$ cat src/rtl/bd_deserializer.sv
// Reassembles leaf-coded multi-chunk words from the serialized downstream channel into full BD words.
// Optional build macro BD_DESER_CODE_CHECK_EN: abandon a partial word when a later chunk carries a different code.
module bd_deserializer #(
   parameter int         Ncode      = 8,
   parameter int         Ndata_in   = 24,
   parameter int         NBDpayload = 64,
   parameter int         NLEAF      = 8,
   parameter logic [1:0] CHUNKS_M1 [NLEAF] = '{2'd0, 2'd0, 2'd1, 2'd1, 2'd2, 2'd0, 2'd0, 2'd1}
) (
   input  logic                  clk,
   input  logic                  reset,
   input  logic                  ser_in_v,
   input  logic [Ncode-1:0]      ser_in_code,
   input  logic [Ndata_in-1:0]   ser_in_payload,
   output logic                  ser_in_a,
   output logic                  dec_out_v,
   output logic [Ncode-1:0]      dec_out_leaf_code,
   output logic [NBDpayload-1:0] dec_out_payload,
   input  logic                  dec_out_a,
   output logic                  err_invalid_code,
   output logic                  err_code_mismatch
);

   typedef enum logic {S_IDLE, S_COLLECT} state_t;

   localparam logic [Ncode:0] LP_NLEAF = (Ncode + 1)'(NLEAF);

   // Chunk count minus one for a code; invalid codes never reach a lookup that matters.
   function automatic logic [1:0] m1_of(input logic [Ncode-1:0] code);
      logic [1:0] m1;
      m1 = 2'd0;
      for (int i = 0; i < NLEAF; i++) begin
         if (code == Ncode'(i)) m1 = CHUNKS_M1[i];
      end
      return m1;
   endfunction

   // Chunk k lands at k*Ndata_in; anything above the top payload bit falls off.
   function automatic logic [NBDpayload-1:0] place(input logic [Ndata_in-1:0] d, input logic [1:0] k);
      logic [NBDpayload-1:0] w;
      w = NBDpayload'(d);
      return w << (int'(k) * Ndata_in);
   endfunction

   state_t                r_state;
   logic [1:0]            r_idx;
   logic [Ncode-1:0]      r_asm_code;
   logic [NBDpayload-1:0] r_asm_payload;
   logic                  r_out_v;
   logic [Ncode-1:0]      r_out_code;
   logic [NBDpayload-1:0] r_out_payload;
   logic                  r_err_inv;

   state_t                w_state_nxt;
   logic [1:0]            w_idx_nxt;
   logic [Ncode-1:0]      w_asm_code_nxt;
   logic [NBDpayload-1:0] w_asm_payload_nxt;
   logic                  w_out_v_nxt;
   logic [Ncode-1:0]      w_out_code_nxt;
   logic [NBDpayload-1:0] w_out_payload_nxt;
   logic                  w_err_inv_nxt;

   logic                  w_code_ok;
   logic [1:0]            w_in_m1;
   logic [1:0]            w_asm_m1;
   logic                  w_mismatch;
   logic                  w_first;
   logic                  w_completes;
   logic                  w_out_free;
   logic                  w_xfer;
   logic [NBDpayload-1:0] w_merged;

   assign w_code_ok = ({1'b0, ser_in_code} < LP_NLEAF);
   assign w_in_m1   = m1_of(ser_in_code);
   assign w_asm_m1  = m1_of(r_asm_code);

`ifdef BD_DESER_CODE_CHECK_EN
   assign w_mismatch = (r_state == S_COLLECT) && (ser_in_code != r_asm_code);
`else
   assign w_mismatch = 1'b0;
`endif

   // A mismatching chunk restarts assembly, so it is judged exactly like a chunk arriving in IDLE.
   assign w_first     = (r_state == S_IDLE) || w_mismatch;
   assign w_completes = w_first ? (w_code_ok && (w_in_m1 == 2'd0)) : (r_idx == w_asm_m1);
   assign w_out_free  = !r_out_v || dec_out_a;
   assign ser_in_a    = !w_completes || w_out_free;
   assign w_xfer      = ser_in_v && ser_in_a;
   assign w_merged    = w_first ? place(ser_in_payload, 2'd0)
                                : (r_asm_payload | place(ser_in_payload, r_idx));

   // NOTE: every signal written here gets its hold value first, so no path leaves one unassigned (no latch).
   always_comb begin
      w_state_nxt       = r_state;
      w_idx_nxt         = r_idx;
      w_asm_code_nxt    = r_asm_code;
      w_asm_payload_nxt = r_asm_payload;
      w_out_v_nxt       = r_out_v && !dec_out_a;
      w_out_code_nxt    = r_out_code;
      w_out_payload_nxt = r_out_payload;
      w_err_inv_nxt     = 1'b0;

      if (w_xfer) begin
         if (w_completes) begin
            w_out_v_nxt       = 1'b1;
            w_out_code_nxt    = w_first ? ser_in_code : r_asm_code;
            w_out_payload_nxt = w_merged;
            w_state_nxt       = S_IDLE;
            w_idx_nxt         = 2'd0;
            w_asm_payload_nxt = '0;
         end else if (w_first) begin
            if (!w_code_ok) begin
               w_err_inv_nxt     = 1'b1;
               w_state_nxt       = S_IDLE;
               w_idx_nxt         = 2'd0;
               w_asm_payload_nxt = '0;
            end else begin
               w_asm_code_nxt    = ser_in_code;
               w_asm_payload_nxt = w_merged;
               w_idx_nxt         = 2'd1;
               w_state_nxt       = S_COLLECT;
            end
         end else begin
            w_asm_payload_nxt = w_merged;
            w_idx_nxt         = r_idx + 2'd1;
         end
      end
   end

   // NOTE: state registers use non-blocking assignments so every flop samples pre-edge values.
   always_ff @(posedge clk or posedge reset) begin
      if (reset) begin
         r_state       <= S_IDLE;
         r_idx         <= 2'd0;
         r_asm_code    <= '0;
         r_asm_payload <= '0;
         r_out_v       <= 1'b0;
         r_out_code    <= '0;
         r_out_payload <= '0;
         r_err_inv     <= 1'b0;
      end else begin
         r_state       <= w_state_nxt;
         r_idx         <= w_idx_nxt;
         r_asm_code    <= w_asm_code_nxt;
         r_asm_payload <= w_asm_payload_nxt;
         r_out_v       <= w_out_v_nxt;
         r_out_code    <= w_out_code_nxt;
         r_out_payload <= w_out_payload_nxt;
         r_err_inv     <= w_err_inv_nxt;
      end
   end

`ifdef BD_DESER_CODE_CHECK_EN
   logic r_err_mm;

   always_ff @(posedge clk or posedge reset) begin
      if (reset) r_err_mm <= 1'b0;
      else       r_err_mm <= w_xfer && w_mismatch;
   end

   assign err_code_mismatch = r_err_mm;
`else
   assign err_code_mismatch = 1'b0;
`endif

   assign dec_out_v         = r_out_v;
   assign dec_out_leaf_code = r_out_code;
   assign dec_out_payload   = r_out_payload;
   assign err_invalid_code  = r_err_inv;

endmodule

$ cat config.mk
export PLATFORM = sky130hd
export DESIGN_NAME = bd_deserializer
export DESIGN_NICKNAME = d
export VERILOG_FILES = /design/src/rtl/bd_deserializer.sv
export SDC_FILE = /design/constraint.sdc
export NUM_CORES = 1
export LEC_CHECK = 0
export ABC_AREA = 0
export CAP_MARGIN = 20
export CORE_AREA = 2 2 116 118
export DETAILED_ROUTE_END_ITERATION = 6
export DIE_AREA = 0 0 118 120
export PLACE_DENSITY = 0.8
export SLEW_MARGIN = 20
export SYNTH_ARGS = -nofsm -noshare
export SYNTH_HDL_FRONTEND = slang
export SYNTH_SLANG_ARGS = --single-unit
export TNS_END_PERCENT = 1
$ cat constraint.sdc
create_clock -name clk -period 5.85 [get_ports clk]
set_input_delay 0.585 -clock clk [delete_from_list [all_inputs] [get_ports clk]]
set_output_delay 0.585 -clock clk [all_outputs]
set_load 0.01 [all_outputs]
==> results of run 1 <==
worst register-to-register path: stages (launching register included):
cell	delay, ns
dfrtp_1	1.03
inv_1	0.26
ha_1	0.66
nor3_1	0.89
a21oi_1	0.17
nor2_1	0.17
o21ai_0	0.14
o21ai_0	0.30
state kept, by name, indices dropped and copies added (netlist names):
signal,count
dec_out_leaf_code,8
r_idx,2
err_invalid_code,1
r_asm_payload,64
r_state,1
dec_out_v,1
r_asm_code,8
dec_out_payload,64
metal layers:
metal | vias to the layer above | share of wire (%) | global-route usage (%)
li1 | 2664 | - | -
met1 | 2825 | 43 | 38.5
met2 | 212 | 47 | 43.8
met3 | 42 | 6.8 | 6.18
met4 | 0 | 2.6 | 11.0
met5 | - | 0 | 0
worst paths after layout:
path,startpoint,slack (ns),endpoint
worst max-delay path,r_idx[0]$_DFFE_PP0N_,1.73,ser_in_a
worst min-delay path,dec_out_payload[25]$_DFFE_PP0P_,0.48,dec_out_payload[25]$_DFFE_PP0P_
max in group asynchronous,reset,3.95,r_asm_code[1]$_DFFE_PP0P_
worst max register to register,r_idx[0]$_DFFE_PP0N_,2.11,dec_out_payload[43]$_DFFE_PP0P_
worst min register to register,dec_out_payload[25]$_DFFE_PP0P_,0.48,dec_out_payload[25]$_DFFE_PP0P_
min in group asynchronous,reset,0.67,dec_out_payload[34]$_DFFE_PP0P_
logic make-up (layout without fill, tap and decap cells):
kind of cell | Yosys count | count (layout) | share of synthesized area [%]
muxes | 27 | 27 | 4.14
AOI/OAI and AO/OA | 256 | 256 | 24.6
other | 1 | 1 | 0.0547
xor gates and xnor gates | 2 | 2 | 0.256
buffers and inverters | 59 | 152 | 3.94
and+or+nand+nor | 201 | 201 | 12.3
DFF | 149 | 149 | 54.4
adders and majority gates | 2 | 2 | 0.365
Yosys cell counts, types with 4 or more instances:
cell type  count
mux2i_1       16
dfrtp_1      149
nor2b_1       15
clkbuf_1      28
o21ai_0      130
o2bb2ai_1     57
a21oi_1       16
a22oi_1       16
buf_2         15
nand2_1      101
inv_1          4
buf_1          7
a221oi_1      24
o21ai_1        4
mux2_2        11
nor2_1        65
area by class of cell:
class                           instances  share of cell area, %
Clock inverter                          8                   1.96
Multi-Input combinational cell        489                   33.2
Clock buffer                           23                   5.63
Sequential cell                       149                   43.0
Inverter                                4                  0.231
Timing Repair Buffer                  117                   13.4
Tap cell                              176                   2.54
power by group through the flow:
stage          combinational, W  sequential (W)  clock (W)
2_1_floorplan          0.000103         0.00118          0
5_1_grt                0.000359         0.00114    0.00127
6_report               0.000330         0.00113    0.00121
4_1_cts                0.000332         0.00113    0.00122
3_3_place_gp           0.000325         0.00115          0
3_5_place_dp           0.000330         0.00115          0
through the flow:
| step | total power [W] | cells |
|---|---|---|
| after detailed placement | 0.00148 | 934 |
| after CTS | 0.00269 | 965 |
| final | 0.00268 | 966 |
| after global routing | 0.00277 | 966 |
| after global placement | 0.00147 | 934 |
| after floorplan | 0.00128 | 697 |
==> reports/results.ini, run 1 <==
[drt]
via_per_inst = 5.95
final_antenna_net_count = 0
drcViolationCount = 0
dr.pass1.iters = 5
avgRoutedWirePerCell_um = 19.5
dr_total_vias = 5743
drt_iter0_drc = 513
finalWirelength_um = 18800

[grt]
grt_pass1_wl_um = 30600
globalRouteTotalUtil_pct = 28.0
grt_pass1_vias = 5618
grt_max_degree = 145
grt.overflow.total = 0
antenna_found_initial = 0

[yosys]
synth_edf_count = 0
synthTopCellsByArea = dfrtp_1, o21ai_0, o2bb2ai_1, nand2_1, nor2_1
yosysTopAreaCell = dfrtp_1
async_flop_share_pct = 100
synth_top_area_share_pct = 54.4
synthesis.area_um2 = 6860
yosysUniqueCellTypes = 40
syn_nets = 735
synth_flop_cell = dfrtp_1
synthCells = 697
synth_seq_cells = 149
avgSynthCellArea_um2 = 9.84
yosys_warnings = 0
yosysSeqAreaShare_pct = 54.4

[layout]
final_core_util_pct = 66.8
n_antenna_cell = 0
nNetsFinal = 816
multi_input_area_um2 = 2880
final_cell_mix = dfrtp_1, o21ai_0, clkdlybuf4s50_1
final_cell_area_um2 = 8670
seq_area_um2 = 3730
nFillCells = 1033
layout-drive-gt1-share_pct = 7.22
area_growth_pct = 26.4
final_common_cell = dfrtp_1

[timing]
rsz0062_at_grt = false
fin_crit_sh_pct = 70.4
setup_viol = 0
relSlewSlack_pct = 29.9
hold_ws_ns = 0.477
fin_ws_ns = 1.73
finalHoldViolCount = 0
fin_setup_tns_ns = 0
worstMarginPinSlew_ns = 1.05
max_freq_mhz = 243
final.setup_skew_ns = 0.00643
slew_violations = 0
period_needed_ns = 4.12

[die]
die_x_um = 118
start_util_pct = 52.8
die_height_um = 120
die_area_um2 = 14200
row_count = 42
io_pins = 112
core_area_um2 = 13000

[clock_network]
clk_path_buf_depth = 2
cts_tree = yes
cts_resized = 0
htreeDepth = 4
cts.sinks = 149
holdBufCountCts = 0
cts.clk_slew.worst_paths_ns = 0.06
cts_made_buffers = 17
cts_root_buf = clkbuf_16
worstSkewPairLatency_ns = 0.43
post_cts_buffers = 0

[worst_setup_path]
path_delay_family = simple AND/OR/NAND/NOR gates
cpMaxStageDelayCell = dfrtp_1
crit_chain = nand2_1 > or3_1 > a2111oi_4 > nor2_2 > or3_1 > clkdlybuf4s50_1
crit_type = flip-flop to output port
cp_common_cell = or3_1
arrival_ns = 3.53
ff2ff_path_depth = 7
required_ns = 5.27
crit_buf_inv = 1
cp-end-kind = output port
start_kind = flip-flop
worst_path_largest_cell_delay_ns = 1.03
crit_path_max_fanout = 27
cp.depth = 6

[placed_design]
place_area_um2 = 8000
place_ws_ns = 1.98
gp_congestion = 0.957
detailed_place_hpwl_um = 12500
numPortBuffers = 110

[pwr]
p_seq_share_pct = 42.3
switching_share_pct = 23.0
p_per_area_nw_per_um2 = 309
clkPwrFrac_pct = 45.3
p_comb_share_pct = 12.3
p_leak_nw = 3.57
p_switching_w = 0.000617
internal_power_w = 0.00206
ir_worst_vdd_mv = 0.195

[outcome]
status = completed

[flow_run]
cap_violations = 0

[min_path]
holdPathStages = 2
hold_class = flip-flop to flip-flop

Power figures use the tool's default switching activity.
==> inputs of run 2 (changes only) <==
--- a/config.mk
+++ b/config.mk
@@ -7,10 +7,10 @@
 export LEC_CHECK = 0
 export ABC_AREA = 0
 export CAP_MARGIN = 20
-export CORE_AREA = 2 2 116 118
+export CORE_AREA = 2 2 123 125
 export DETAILED_ROUTE_END_ITERATION = 6
-export DIE_AREA = 0 0 118 120
-export PLACE_DENSITY = 0.8
+export DIE_AREA = 0 0 125 127
+export PLACE_DENSITY = 0.75
 export SLEW_MARGIN = 20
 export SYNTH_ARGS = -nofsm -noshare
 export SYNTH_HDL_FRONTEND = slang
==> constraint.sdc (replaced) <==
create_clock -name clk -period 3.3 [get_ports clk]
set_input_delay 0.33 -clock clk [delete_from_list [all_inputs] [get_ports clk]]
set_output_delay 0.33 -clock clk [all_outputs]
set_load 0.01 [all_outputs]
==> reports/results.ini, run 2 (synthesis results as in run 1) <==
[clock_network]
clk_path_buf_depth = 2  ; unchanged
post_cts_buffers = 0  ; unchanged
cts_resized = 0  ; unchanged
cts.clk_slew.worst_paths_ns = 0.06  ; about the same
htreeDepth = 4  ; unchanged
cts.sinks = 149  ; unchanged
cts_tree = yes
worstSkewPairLatency_ns = 0.42  ; about the same
holdBufCountCts = 0  ; unchanged
cts_made_buffers = 17  ; unchanged
cts_root_buf = clkbuf_16

[timing]
fin_crit_sh_pct = 93.6
worstMarginPinSlew_ns = 1.04  ; -0.00760 ns
relSlewSlack_pct = 29.9  ; about the same
period_needed_ns = 3.09
final.setup_skew_ns = 0.00516  ; -0.00127 ns
slew_violations = 0  ; unchanged
fin_ws_ns = 0.213  ; -1.52 ns
rsz0062_at_grt = false
max_freq_mhz = 324
fin_setup_tns_ns = 0  ; unchanged
setup_viol = 0  ; unchanged
finalHoldViolCount = 0  ; unchanged

[die]
die_area_um2 = 15900  ; +12%
io_pins = 112  ; unchanged
die_x_um = 125  ; +5.9%
die_height_um = 127  ; +5.8%
core_area_um2 = 14400  ; +11%
row_count = 44  ; +4.8%
start_util_pct = 47.5  ; -5.3 points

[grt]
globalRouteTotalUtil_pct = 25.4  ; -2.6 points
grt.overflow.total = 0  ; unchanged
grt_pass1_wl_um = 31700  ; +3.5%
grt_use_met1_pct = 35.7  ; -2.8 points
grt_pass1_vias = 5730  ; +2.0%
met2_usage_pct = 39.9  ; -4.0 points
grt_max_degree = 145  ; unchanged
antenna_found_initial = 0  ; unchanged
grt_use_met3_pct = 5.32  ; -0.86 points
busiest_layer = met2

[worst_setup_path]
arrival_ns = 2.76  ; -0.77 ns
crit_type = flip-flop to output port
crit_path_max_fanout = 3  ; -89%
r2r-end = dec_out_payload[46]$_DFFE_PP0P_
rr_startpoint = r_idx[0]$_DFFE_PP0N_
ff2ff_path_depth = 7  ; unchanged
required_ns = 2.97  ; -2.30 ns
r2r_setup_slack_ns = 0.63  ; -1.48 ns
start_kind = flip-flop
crit_start = r_asm_code[2]$_DFFE_PP0P_
cp-end-kind = output port

[placed_design]
numPortBuffers = 110  ; unchanged
place_area_um2 = 8110  ; +1.4%
gp_congestion = 0.927  ; -3.2%
detailed_place_hpwl_um = 13500  ; +7.9%
place_ws_ns = 0.310  ; -1.67 ns

[pwr]
p_leak_nw = 3.60  ; +1.1%
p_per_area_nw_per_um2 = 536  ; +74%
ir_worst_vdd_mv = 0.336  ; +72%

[layout]
layout-drive-gt1-share_pct = 8.26  ; +1.0 points
nFillCells = 1212  ; +17%
area_growth_pct = 27.6
final_common_cell = dfrtp_1
final_cell_mix = dfrtp_1, o21ai_0, clkdlybuf4s50_1
final_cell_area_um2 = 8750  ; +0.88%
nNetsFinal = 824  ; +0.98%
n_antenna_cell = 0  ; unchanged

[min_path]
hold_class = input port to asynchronous set/reset pin

[drt]
drt_iter0_drc = 486  ; -5.3%
final_antenna_net_count = 0  ; unchanged
drcViolationCount = 0  ; unchanged
dr_total_vias = 5761  ; +0.31%
dr.pass1.iters = 5  ; unchanged
finalWirelength_um = 19600  ; +4.1%
via_per_inst = 5.86  ; -1.4%
avgRoutedWirePerCell_um = 19.9  ; +2.3%

[outcome]
status = completed

[flow_run]
cap_violations = 0  ; unchanged

## run 2: through the flow
step | utilization (%) | cells | hold slack, ns | total power, W
after detailed placement | 56.2 | 951 | 0.469 | 0.00264
after global placement | 56.2 | 951 | 0.462 | 0.00263
after global routing | 60.6 | 983 | 0.246 | 0.00486
final | 60.6 | 983 | 0.235 | 0.00469
after floorplan | - | 697 | 0.451 | 0.00227
after CTS | 60.6 | 983 | 0.233 | 0.00472
## run 2: critical path, stage by stage (launching register included)
cell	delay, ns
dfrtp_1	0.39
nor2b_1	0.17
or3_1	0.41
a2111oi_4	0.41
nor2_2	0.07
or3_1	0.39
clkdlybuf4s50_1	0.50
## run 2: per-layer routing
layer / up-vias / part of all wire (%)
li1: 2686 / -
met1: 2825 / 45
met2: 216 / 46
met3: 34 / 6.4
met4: 0 / 2.1
met5: - / 0
## run 2: layout make-up
class	instances	area, um2	area share, %
flip-flops and latches	149	3730	42.6
multi-input cells	489	2880	32.9
repair buffers	125	1250	14.3
clock buffers	24	492	5.62
well taps	184	230	2.63
clock inverters	8	145	1.66
inverters	4	18.8	0.215
## run 2: how the worst max path moves through the flow
| stage | slack [ns] | cells past startpoint | endpoint |
|---|---|---|---|
| after floorplan | 0.98 | 9 | dec_out_payload[17]$_DFFE_PP0P_ |
| after global placement | 0.34 | 6 | ser_in_a |
| after detailed placement | 0.31 | 6 | ser_in_a |
| after CTS | 0.19 | 6 | ser_in_a |
| after global routing | 0.14 | 6 | ser_in_a |
| final | 0.21 | 6 | ser_in_a |
## run 2: power by group
part           total [W]  switching [W]  internal (W)
combinational   0.000591       0.000291      0.000300
clock            0.00208       0.000739       0.00134
sequential       0.00202      0.0000727       0.00194
total            0.00469        0.00110       0.00359
